### config.mk
export PLATFORM = sky130hd
export DESIGN_NAME = pmod_serial_tx_flat
export DESIGN_NICKNAME = d
export VERILOG_FILES = /design/src/rtl/pmod_serial_tx_pkg.sv /design/src/rtl/pmod_serial_tx_if.sv /design/src/rtl/pmod_serial_tx_bit_tick.sv /design/src/rtl/pmod_serial_tx.sv /design/src/flat_wrapper.sv
export SDC_FILE = /design/constraint.sdc
export NUM_CORES = 1
export LEC_CHECK = 0
export ABC_AREA = 1
export CORE_MARGIN = 5
export CORE_UTILIZATION = 55
export DETAILED_ROUTE_END_ITERATION = 16
export PLACE_DENSITY_LB_ADDON = 0.25
export SLEW_MARGIN = 20
export SYNTH_ARGS = -nofsm -noshare
export SYNTH_HDL_FRONTEND = slang
export SYNTH_SLANG_ARGS = --single-unit
### constraint.sdc
create_clock -name i_Clk -period 2.25 [get_ports i_Clk]
set_input_delay 0.3375 -clock i_Clk [delete_from_list [all_inputs] [get_ports i_Clk]]
set_output_delay 0.3375 -clock i_Clk [all_outputs]
set_load 0.02 [all_outputs]
### src/rtl/pmod_serial_tx_pkg.sv
// pmod_serial_tx_pkg: constants and state type shared by the PMOD serial transmitter and receiver.
package pmod_serial_tx_pkg;

    localparam int PMOD_WORD_WIDTH   = 9;
    localparam int PMOD_CLKS_PER_BIT = 2;

    typedef enum logic {
        IDLE,
        SEND
    } pmod_state_t;

endpackage

### src/rtl/pmod_serial_tx_if.sv
// pmod_serial_tx_if: valid/ready word handshake into the PMOD serial transmitter.
interface pmod_serial_tx_if
    import pmod_serial_tx_pkg::*;
#(
    parameter int WIDTH = PMOD_WORD_WIDTH
);

    logic [WIDTH-1:0] i_Data;
    logic             i_Valid;
    logic             o_Ready;

    modport master (output i_Data, output i_Valid, input  o_Ready);
    modport slave  (input  i_Data, input  i_Valid, output o_Ready);

endinterface

### src/rtl/pmod_serial_tx_bit_tick.sv
// pmod_bit_tick: bit-period divider giving first-clock and last-clock ticks of each bit.
module pmod_bit_tick
    import pmod_serial_tx_pkg::*;
#(
    parameter int CLKS_PER_BIT = PMOD_CLKS_PER_BIT
) (
    input  logic i_Clk,
    input  logic i_Rst_n,
    input  logic i_Clear,
    output logic o_First,
    output logic o_Last
);

    localparam int            DW   = (CLKS_PER_BIT > 1) ? $clog2(CLKS_PER_BIT) : 1;
    localparam logic [DW-1:0] LAST = DW'(CLKS_PER_BIT - 1);

    logic [DW-1:0] r_Div;

    // Count 0..CLKS_PER_BIT-1, held at zero while cleared so a new frame starts on a first tick
    always_ff @(posedge i_Clk) begin
        if (!i_Rst_n || i_Clear || r_Div == LAST)
            r_Div <= '0;
        else
            r_Div <= r_Div + 1'b1;
    end

    assign o_First = (r_Div == '0);
    assign o_Last  = (r_Div == LAST);

endmodule

### src/rtl/pmod_serial_tx.sv
// pmod_serial_tx: serializes handshaked words LSB-first on a PMOD pin with frame marker and bit strobe.
module pmod_serial_tx
    import pmod_serial_tx_pkg::*;
#(
    parameter int WIDTH        = PMOD_WORD_WIDTH,
    parameter int CLKS_PER_BIT = PMOD_CLKS_PER_BIT,
    parameter bit REPEAT       = 1'b1
) (
    input  logic                   i_Clk,
    input  logic                   i_Rst_n,
    pmod_serial_tx_if.slave        io_Bus,
    output logic                   o_PMOD_1,
    output logic                   o_PMOD_2,
    output logic                   o_PMOD_3,
    output logic                   o_Frame_Done
);

    localparam int            BW       = $clog2(WIDTH);
    localparam logic [BW-1:0] LAST_BIT = BW'(WIDTH - 1);

    pmod_state_t      r_State, w_State;
    logic [WIDTH-1:0] r_Shift, w_Shift;
    logic [WIDTH-1:0] r_Held, w_Held;
    logic [WIDTH-1:0] r_Pend, w_Pend;
    logic             r_Pend_Full, w_Pend_Full;
    logic [BW-1:0]    r_Bit, w_Bit;
    logic             w_First, w_Last, w_Accept, w_End, w_Idle;

    assign w_Idle   = (r_State == IDLE);
    assign w_Accept = io_Bus.i_Valid && !r_Pend_Full;
    assign w_End    = !w_Idle && w_Last && (r_Bit == LAST_BIT);

    pmod_bit_tick #(
        .CLKS_PER_BIT (CLKS_PER_BIT)
    ) u_tick (
        .i_Clk   (i_Clk),
        .i_Rst_n (i_Rst_n),
        .i_Clear (w_Idle),
        .o_First (w_First),
        .o_Last  (w_Last)
    );

    // State and datapath registers; reset aborts any frame in progress
    always_ff @(posedge i_Clk) begin
        if (!i_Rst_n) begin
            r_State     <= IDLE;
            r_Shift     <= '0;
            r_Held      <= '0;
            r_Pend      <= '0;
            r_Pend_Full <= 1'b0;
            r_Bit       <= '0;
        end else begin
            r_State     <= w_State;
            r_Shift     <= w_Shift;
            r_Held      <= w_Held;
            r_Pend      <= w_Pend;
            r_Pend_Full <= w_Pend_Full;
            r_Bit       <= w_Bit;
        end
    end

    // Next state: load from idle, shift on bit wrap, pick the next frame at frame end, else buffer into pending
    always_comb begin
        w_State     = r_State;
        w_Shift     = r_Shift;
        w_Held      = r_Held;
        w_Pend      = r_Pend;
        w_Pend_Full = r_Pend_Full;
        w_Bit       = r_Bit;
        if (w_Idle) begin
            if (w_Accept) begin
                w_State = SEND;
                w_Shift = io_Bus.i_Data;
                w_Held  = io_Bus.i_Data;
                w_Bit   = '0;
            end
        end else if (w_End) begin
            w_Bit = '0;
            if (r_Pend_Full) begin
                w_Shift     = r_Pend;
                w_Held      = r_Pend;
                w_Pend_Full = 1'b0;
            end else if (w_Accept) begin
                w_Shift = io_Bus.i_Data;
                w_Held  = io_Bus.i_Data;
            end else if (REPEAT) begin
                w_Shift = r_Held;
            end else begin
                w_State = IDLE;
            end
        end else begin
            if (w_Last) begin
                w_Shift = r_Shift >> 1;
                w_Bit   = r_Bit + 1'b1;
            end
            if (w_Accept) begin
                w_Pend      = io_Bus.i_Data;
                w_Pend_Full = 1'b1;
            end
        end
    end

    assign io_Bus.o_Ready = !r_Pend_Full;
    assign o_PMOD_1       = !w_Idle && r_Shift[0];
    assign o_PMOD_2       = !w_Idle && (r_Bit == '0);
    assign o_PMOD_3       = !w_Idle && w_First;
    assign o_Frame_Done   = w_End;

endmodule

### src/flat_wrapper.sv
// flat-port wrapper written by rule: the top's interface ports become plain ports
module pmod_serial_tx_flat import pmod_serial_tx_pkg::*;
#(
    parameter int WIDTH        = PMOD_WORD_WIDTH,
    parameter int CLKS_PER_BIT = PMOD_CLKS_PER_BIT,
    parameter bit REPEAT       = 1'b1
)
  (i_Clk, i_Rst_n, o_PMOD_1, o_PMOD_2, o_PMOD_3, o_Frame_Done, io_Bus_i_Data, io_Bus_i_Valid, io_Bus_o_Ready);
  pmod_serial_tx_if #(.WIDTH(WIDTH)) io_Bus_i ();
  input  logic i_Clk;
  input  logic i_Rst_n;
  output logic o_PMOD_1;
  output logic o_PMOD_2;
  output logic o_PMOD_3;
  output logic o_Frame_Done;
  input wire logic [$bits(io_Bus_i.i_Data)-1:0] io_Bus_i_Data;
  input wire logic [$bits(io_Bus_i.i_Valid)-1:0] io_Bus_i_Valid;
  output wire logic [$bits(io_Bus_i.o_Ready)-1:0] io_Bus_o_Ready;
  assign io_Bus_i.i_Data = io_Bus_i_Data;
  assign io_Bus_i.i_Valid = io_Bus_i_Valid;
  assign io_Bus_o_Ready = io_Bus_i.o_Ready;
  pmod_serial_tx #(.WIDTH(WIDTH), .CLKS_PER_BIT(CLKS_PER_BIT), .REPEAT(REPEAT)) u_core (.i_Clk(i_Clk), .i_Rst_n(i_Rst_n), .io_Bus(io_Bus_i), .o_PMOD_1(o_PMOD_1), .o_PMOD_2(o_PMOD_2), .o_PMOD_3(o_PMOD_3), .o_Frame_Done(o_Frame_Done));
endmodule
==> reports/metrics.cfg, run 1 <==
[run_status]
outcome=complete, no violations

[routing]
firstDrtPassIters=4
drt_iter0_markers=138
via_per_inst=5.25
drc=0
wl_per_cell_um=12.0
final_antenna_net_count=0
wirelength_um=3950
num_vias=1731

[timing]
tightest_slew_ns=0.361
relSlewSlack_pct=75.9
period_minus_slack_ns=2.09
slew_viol_final=0
final.setup.tns_ns=0
hold_violations=0
fin_crit_sh_pct=92.9
clock.fmax_mhz=478
finalSetupViolations=0
rsz0062_at_grt=false
fin_skew_ns=0.00862
worst_slack_ns=0.159

[finish]
nFillCells=293
final_cell_area_mm2=0.00205
area.growth.synth_to_final_pct=12.8
fin_nets=299
n_antenna_cell=0
drive_gt1_share_pct=9.79
final_util_pct=66.2

[floorplanning]
die_w_um=67.6
dieArea_mm2=0.00456
initial_core_util_pct=58.7
io_pins=17
design.core.area_mm2=0.00310
dieHeight_um=67.6
std_cell_rows=20

[setup_path]
crit_path_end_kind=output pin
required_ns=1.91
crit_path_max_fanout=3
cp_cell_sequence=inv_1 > ha_1 > nand2_1 > inv_1 > nand2_2 > inv_2 > clkdlybuf4s50_1
start_kind=flop
critPathKind=flop to output pin
critPathMostFrequentCell=inv_1
critPathMaxStageDelay_ns=0.59
slowest_stage=clkdlybuf4s50_1
arrival_ns=1.75

[synth]
synth_area_leaders=dfxtp_1 (37%), nand2_1 (15%), a21oi_1 (9.1%)
yosys_warnings=0
ys_ff_latch=34
synth_top_cell_by_area=dfxtp_1
synth_cell_types=27
netlist_area_mm2=0.00182
synth_seq_area_share_pct=37.4
syn_inst=272
synth_nets=286
synth_area_per_cell_um2=6.70
yosys.area.top_type_share_pct=37.4

[place]
io_buffers=16
dp_slack_ns=0.265
place_congestion=0.834
placement.cell_area_mm2=0.00199
dp_hpwl_um=2810

[pwr]
p_per_area_mw_per_mm2=642
ir_drop_v=0.000454
p_leak_nw=0.875
fin_total_pwr_mw=1.32

[clocking]
cts_root_buf=clkbuf_4
clock_latency_ns=0.34
clockBufferDepth=2
clk_pin_slew_ns=0.11
holdBufCountCts=0
htreeDepth=2
cts_made_buffers=5
tritoncts=done
clock_sinks=34

[global_routing]
grt_pass1_wl_um=6960
grt_max_degree=30
grtUsageTotal_pct=20.1
antenna_found_initial=0
gr-total-overflow=0
grt_pass1_vias=1541

[hold_path]
hold_path.class=flop to flop

[flow_run]
max_cap_viol_count=0

power by group:
group          internal, mW  leakage, nW  switching (mW)
clock                 0.150       0.0343           0.218
combinational         0.109        0.561           0.163
sequential            0.650        0.280          0.0302
total                 0.909        0.875           0.410
through the flow:
| stage | hold slack (ns) | std cells |
|---|---|---|
| 2_1_floorplan | 0.424 | 272 |
| 3_3_place_gp | 0.433 | 322 |
| 3_5_place_dp | 0.438 | 322 |
| 4_1_cts | 0.455 | 330 |
| 5_1_grt | 0.478 | 330 |
| 6_report | 0.452 | 330 |
worst max-delay path, delay by kind of cell (launching register included):
kind,cells,cell delay (ns)
buffers and inverters,4,0.79
adders and majority gates,1,0.17
and+or+nand+nor,2,0.11
DFF,1,0.34
per-layer routing:
metal | track usage [%] | share of wire [%]
met1 | 25.0 | 45
met2 | 32.8 | 48
met3 | 4.66 | 5.0
met4 | 9.37 | 1.8
met5 | 0 | 0
synthesized netlist by cell type:
cell	number
nor2_2	3
nand3_1	31
nor2_1	17
ha_1	2
buf_1	2
buf_4	2
a21oi_1	33
nand2_2	1
o21ai_1	11
a31oi_1	1
clkbuf_1	4
dfxtp_1	34
nor3_1	3
inv_2	5
nand4_1	1
a21oi_4	1
clkinv_1	4
inv_4	1
buf_2	5
nand2_1	72
nand2_4	2
o211ai_1	8
o21ai_0	8
xor2_1	1
nand3_4	1
buf_6	2
inv_1	17
layout by cell type (no fill, tap or decap), drive strengths merged:
| cell | n |
|---|---|
| nand2 | 75 |
| a21oi | 34 |
| dfxtp | 34 |
| nand3 | 32 |
| inv | 23 |
| nor2 | 20 |
| o21ai | 19 |
| clkdlybuf4s50 | 16 |
| o211ai | 8 |
| clkbuf | 6 |
| buf | 5 |
| clkinv | 5 |
| nor3 | 3 |
| ha | 2 |
| nand4 | 1 |
| xor2 | 1 |
| a31oi | 1 |
| clkinvlp | 1 |
sequential cells by signal, summed over array words and instances, names as in the netlist:
signal                flops
u_core.r_Held             9
u_core.r_Pend             9
u_core.r_Shift            9
u_core.r_Bit              4
u_core.r_Pend_Full        1
u_core.r_State            1
u_core.u_tick.o_Last      1
cell families after synthesis:
group	count (synthesis)	share of synthesized area, %
AO/OA/AOI/OAI	62	18.8
XOR/XNOR	1	0.481
adder cells (fa/ha/maj)	2	1.37
buffers and inverters	42	10.4
flip-flops	34	37.4
AND/OR/NAND/NOR	131	31.6
final cells by class:
cell class | count | area [um2] | share of cell area, %
Clock buffer | 6 | 51.3 | 2.50
Clock inverter | 2 | 12.5 | 0.609
Inverter | 27 | 104 | 5.05
Multi-Input combinational cell | 196 | 952 | 46.3
Sequential cell | 34 | 682 | 33.2
Tap cell | 44 | 55.1 | 2.68
Timing Repair Buffer | 21 | 198 | 9.62
repair_timing:
action	in CTS	in global routing
buffers inserted	0	0
endpoints found under the setup margin	1	0
resized for setup	1	0
path summary, 6_finish.rpt:
path,startpoint,to,slack [ns],cells past startpoint
worst max-delay path,u_core.r_Bit[0],o_Frame_Done,0.16,7
worst min-delay path,u_core.r_Pend[2],u_core.r_Pend[2],0.45,2
worst max register to register,u_core.r_Bit[0],u_core.r_Pend[6],0.51,9
worst min register to register,u_core.r_Pend[2],u_core.r_Pend[2],0.45,2
No activity file was read; power rests on OpenSTA's default activity.
==> inputs of run 2 (changes only) <==
SLEW_MARGIN = not set   (was 20)
==> results of run 2 <==
Same layout as run 1: the final DEF is identical, and so are final timing and power.
==> patch 1, RTL diff (flow settings as in run 2) <==
`PMOD_WORD_WIDTH`: 9 -> 13.
--- a/src/rtl/pmod_serial_tx_pkg.sv
+++ b/src/rtl/pmod_serial_tx_pkg.sv
@@ -1,7 +1,7 @@
 // pmod_serial_tx_pkg: constants and state type shared by the PMOD serial transmitter and receiver.
 package pmod_serial_tx_pkg;
 
-    localparam int PMOD_WORD_WIDTH   = 9;
+    localparam int PMOD_WORD_WIDTH   = 13;
     localparam int PMOD_CLKS_PER_BIT = 2;
 
     typedef enum logic {
Interface: changed (resized io_Bus_i_Data); port bits go from 17 to 21. No check against the original RTL was run, so the function may have changed too.
==> patch 1 against run 2 <==
  * Synthesized area up 27%
  * Worst hold slack better by 0.0097 ns
  * Wire length up 38%
  * Final area up 29%
  * Count of clock-buffer cells in the layout up 1
  * Clock skew down 0.00077 ns
  * Total power up 41%
  * Sequential cell count up 12
  * Core utilization down 0.46 points
  * Worst setup slack worse by 0.019 ns
  * Register-to-register slack worse by 0.05 ns
==> patch 1: results (changes against run 2) <==
FF-to-FF setup slack: 0.46 ns (was 0.51 ns)
Sequential Power Share: 48.8% (was 51.6%)
Slew HR: 74.3% (was 75.9%)
met3 GRT Util: 3.87% (was 4.66%)
multi-input combinational area share: 44.8% (was 46.3%)
DR vias: 2278 (was 1731)
Top Registers: u_core.r_Held x13, u_core.r_Pend x13, u_core.r_Shift x13 (was u_core.r_Held x9, u_core.r_Pend x9, u_core.r_Shift x9)
dpl hpwl: 3690 um (was 2810 um)
Seq cells: 46 (was 34)
instance count of the mapped netlist: 356 (was 272)
I/O Buffers: 20 (was 16)
Leak Pwr: 1.14 nW (was 0.875 nW)
top cells by area, synth: dfxtp_1, nand2_1, a21oi_1 (unchanged)
vias in the first global route: 1984 (was 1541)
post-synthesis cell type count: 23 (was 27)
Post-DP Area: 0.00254 sq mm (was 0.00199 sq mm)
#MultiIn Comb: 263 (was 196)
Plain + repair buffers: 30 (was 21)
CP arrival: 1.77 ns (was 1.75 ns)
worst hold endpoint: u_core.r_Pend[4]$_SDFFE_PN0P_ (was u_core.r_Pend[2]$_SDFFE_PN0P_)
final WL: 5450 um (was 3950 um)
placed cells: 415 (was 322)
R2R cell count: 6 (was 9)
critical path startpoint: u_core.r_State$_SDFF_PN0_ (was u_core.r_Bit[0]$_SDFFE_PN0P_)
CTS root buf: clkbuf_8 (was clkbuf_4)
post_cts resized: 0 (was 1)
fmax: 0.474 GHz (was 0.478 GHz)
grt met2 use: 31.7% (was 32.8%)
Int Power: 1.34 mW (was 909 uW)
share of cells above drive strength 1: 6.97% (was 9.79%)
Hold Slack: 0.461 ns (was 0.452 ns)
Hold Path Origin: u_core.r_Pend[4]$_SDFFE_PN0P_ (was u_core.r_Pend[2]$_SDFFE_PN0P_)
GP Congestion: 0.834 (about the same)
R2R Path End: u_core.r_Pend[1]$_SDFFE_PN0P_ (was u_core.r_Pend[6]$_SDFFE_PN0P_)
Avg WL per Cell: 12.9 um (was 12.0 um)
Clock buffers and inverters, area share: 4.02% (was 3.11%)
Psw: 513 uW (was 410 uW)
Mapped Nets: 374 (was 286)
Worst Path Max Fanout: 7 (was 3)
Clk Latency, worst-skew pair: 0.30 ns (was 0.34 ns)
fin nets: 390 (was 299)
Reg clk slew, reported paths: 0.08 ns (was 0.11 ns)
DR pass1 iterations: 5 (was 4)
outcome: finished clean (unchanged)
Reg area: 921 sq um (was 682 sq um)
register area share after synthesis: 39.9% (was 37.4%)
Total GRT Usage: 20.9% (was 20.1%)
clkbuf count: 7 (was 6)
largest net degree at the start of global routing: 25 (was 30)
-- patch 1: cell types whose count changed in the layout (fill, tap and decap cells not counted), moves of 8 or more --
| cell | before | now |
|---|---|---|
| nand2_1 | 72 | 113 |
| o21ai_0 | 8 | 18 |
| nand3_1 | 31 | 39 |
| o211ai_1 | 8 | 0 |
| a21oi_1 | 33 | 45 |
| nor2_1 | 17 | 27 |
| dfxtp_1 | 33 | 46 |
-- patch 1: cells by family after synthesis --
| kind of cell | Yosys count | synth area share (%) |
|---|---|---|
| buf+inv | 47 | 8.78 |
| compound gates | 74 | 16.5 |
| xor+xnor | 1 | 0.379 |
| simple gates | 186 | 33.4 |
| flops | 46 | 39.9 |
| fa+ha+maj | 2 | 1.08 |
-- patch 1: metal layers --
layer | part of all wire, % | wire length (um) | vias to the layer above
met5 | 0 | 0 | -
met4 | 1.2 | 63 | 0
met3 | 5.4 | 296 | 8
met2 | 45 | 2450 | 70
met1 | 48 | 2630 | 1015
li1 | - | - | 1185
==> patch 2, RTL diff (flow settings as in run 2) <==
Made on the original files. Take the reset off `r_Shift` and load it in a clocked block of its own.
--- a/src/rtl/pmod_serial_tx.sv
+++ b/src/rtl/pmod_serial_tx.sv
@@ -44,19 +44,21 @@
     always_ff @(posedge i_Clk) begin
         if (!i_Rst_n) begin
             r_State     <= IDLE;
-            r_Shift     <= '0;
             r_Held      <= '0;
             r_Pend      <= '0;
             r_Pend_Full <= 1'b0;
             r_Bit       <= '0;
         end else begin
             r_State     <= w_State;
-            r_Shift     <= w_Shift;
             r_Held      <= w_Held;
             r_Pend      <= w_Pend;
             r_Pend_Full <= w_Pend_Full;
             r_Bit       <= w_Bit;
         end
+    end
+
+    always_ff @(posedge i_Clk) begin
+        r_Shift <= w_Shift;
     end
 
     // Next state: load from idle, shift on bit wrap, pick the next frame at frame end, else buffer into pending
Behaviour: same outputs for any inputs over 10 cycles, from zero or initial values and one cycle with i_Rst_n low; that may be too few to reach the edited logic, so the function may still have changed.
==> patch 2 against run 2 <==
  * Synthesized area decreased by 6.0%
  * Largest cell class unchanged
  * Sequential power increased by 3.4%
  * Sequential cell count unchanged
  * Wire length decreased by 4.1%
  * Total power fell by 2.4%
  * Clock power shrank 5%
  * Non-clock buffer count is 1 higher
  * Worst setup slack worse by 0.035 ns
  * Final area fell by 4.0%
  * Register-to-register slack worse by 0.02 ns
  * Global-route usage decreased by 0.59 points
==> patch 2: results (changes against run 2) <==
fin nets: 267 (was 299)
R2R cell count: 9 (unchanged)
dpl hpwl: 2630 um (was 2810 um)
largest net degree at the start of global routing: 20 (was 30)
pre-CTS WS: 0.252 ns (was 0.265 ns)
number of H-tree levels: 2 (unchanged)
share of cells above drive strength 1: 7.87% (was 9.79%)
first-pass GRT wire length: 6340 um (was 6960 um)
synth cell count leaders: nand2_1, nor2_1, o21ai_0, dfxtp_1, inv_1 (was nand2_1, dfxtp_1, a21oi_1, nand3_1)
R2R Path End: u_core.r_Pend[6]$_SDFFE_PN0P_ (unchanged)
Yosys warning count: 0 (unchanged)
antenna violations before repair: 0 (unchanged)
peak supply drop: 0.000400 V (was 0.000454 V)
CP arrival: 1.79 ns (was 1.75 ns)
area of the multi-input gates: 773 sq um (was 952 sq um)
largest stage delay on the critical path: 0.64 ns (was 0.59 ns)
Leak Pwr: 0.800 nW (was 0.875 nW)
CP delay by family, top: buffers and inverters (unchanged)
GP Congestion: 0.839 (was 0.834)
Worst Path Max Fanout: 13 (was 3)
CTS Buf Count: 5 (unchanged)
Fill cells: 271 (was 293)
Antenna Violating Nets Remaining: 0 (unchanged)
FF-to-FF setup slack: 0.49 ns (was 0.51 ns)
slew of the pin with the lowest slew margin: 0.495 ns (was 0.361 ns)
Total GRT Usage: 19.5% (was 20.1%)
outcome: finished clean (unchanged)
final WL: 3790 um (was 3950 um)
Worst R2R Start: u_core.r_Bit[0]$_SDFFE_PN0P_ (unchanged)
critical path startpoint: u_core.r_Pend_Full$_SDFFE_PN0P_ (was u_core.r_Bit[0]$_SDFFE_PN0P_)
final non-filler cell total: 298 (was 330)
vias per cell: 5.19 (was 5.25)
Clk Latency, worst-skew pair: 0.33 ns
setup slack after layout: 0.124 ns (was 0.159 ns)
Post-CTS Setup Inserts: 0 (unchanged)
end of the critical path: io_Bus_o_Ready (was o_Frame_Done)
DR pass1 iterations: 4 (unchanged)
Slowest cell on crit path: dfxtp_1 (was clkdlybuf4s50_1)
I/O Buffers: 16 (unchanged)
Psw: 360 uW (was 410 uW)
Mapped Nets: 249 (was 286)
Final Skew: 0.00318 ns (was 0.00862 ns)
starting DRC count in detailed routing: 119 (was 138)
dominant synthesized flop cell: dfxtp_1 (unchanged)
post-synthesis cell type count: 25 (was 27)
vias in the first global route: 1305 (was 1541)
Post-synth EDFFs: 9 (was 0)
instance count of the mapped netlist: 235 (was 272)
placed cells: 290 (was 322)
Post-DP Area: 0.00191 sq mm (was 0.00199 sq mm)
top cells by area, synth: dfxtp_1, edfxtp_1, nand2_1 (was dfxtp_1, nand2_1, a21oi_1)
Clock Path Buffers: 2 (unchanged)
min-delay worst type: flip-flop to flip-flop (unchanged)
register area share after synthesis: 45.0% (was 37.4%)
==> patch 2: cell types whose count changed in the layout (fill, tap and decap cells not counted), moves of 8 or more <==
cell	delta
nand2_1	-29
o21ai_0	+21
nor2_1	+20
inv_1	+8
o211ai_1	-8
nand3_1	-16
dfxtp_1	-8
a21oi_1	-18
edfxtp_1	+9
==> patch 2: worst min-delay path by stage <==
stage                                  startpoint                       endpoint  slack, ns  depth (start not counted)
detailed placement  u_core.r_Pend[8]$_SDFFE_PN0P_  u_core.r_Pend[8]$_SDFFE_PN0P_       0.43                          2
finish              u_core.r_Pend[4]$_SDFFE_PN0P_  u_core.r_Pend[4]$_SDFFE_PN0P_       0.44                          2
global route        u_core.r_Pend[3]$_SDFFE_PN0P_  u_core.r_Pend[3]$_SDFFE_PN0P_       0.47                          2
floorplan           u_core.r_Pend[0]$_SDFFE_PN0P_  u_core.r_Pend[0]$_SDFFE_PN0P_       0.42                          2
global placement    u_core.r_Pend[8]$_SDFFE_PN0P_  u_core.r_Pend[8]$_SDFFE_PN0P_       0.43                          2
CTS                 u_core.r_Pend[8]$_SDFFE_PN0P_  u_core.r_Pend[8]$_SDFFE_PN0P_       0.45                          2
==> patch 2: worst min-delay path, delay by kind of cell, from the launching register on <==
kind                   cells  cell delay [ns]
buffers and inverters      1             0.04
flip-flops                 1             0.32
AO/OA/AOI/OAI              1             0.05
==> patch 2: cells by family after synthesis <==
| kind of cell | Yosys count | synth area share, % |
|---|---|---|
| buffers and inverters | 39 | 9.79 |
| xor gates and xnor gates | 1 | 0.512 |
| AOI/OAI and AO/OA | 50 | 15.4 |
| and+or+nand+nor | 109 | 27.8 |
| DFF | 34 | 45.0 |
| adders and majority gates | 2 | 1.46 |
==> patch 2: final cells by class <==
| type | instances | share of cell area [%] |
|---|---|---|
| inverter | 28 | 5.39 |
| tap | 44 | 2.79 |
| clock buffer | 8 | 2.98 |
| multi-input combinational | 162 | 39.2 |
| timing repair buffer | 22 | 10.5 |
| sequential | 34 | 39.1 |
==> patch 2: what timing repair did <==
item | CTS | global route
hold buffers | 0 | 0
setup endpoints to repair | 0 | 1
gates resized for setup | 0 | 1
==> patch 2: metal layers <==
layer | global-route usage [%] | part of all wire (%) | up-vias
met3 | 3.91 | 6.7 | 5
met5 | 0 | 0 | -
li1 | - | - | 795
met1 | 29.2 | 48 | 698
met2 | 27.3 | 44 | 48
met4 | 7.77 | 1.3 | 0
==> patch 2: power by group through the flow <==
stage	clock (mW)	sequential, mW	combinational [mW]
detailed placement	0	0.718	0.231
global placement	0	0.717	0.227
global route	0.386	0.709	0.262
finish	0.351	0.704	0.232
floorplan	0	0.710	0.162
CTS	0.355	0.704	0.232
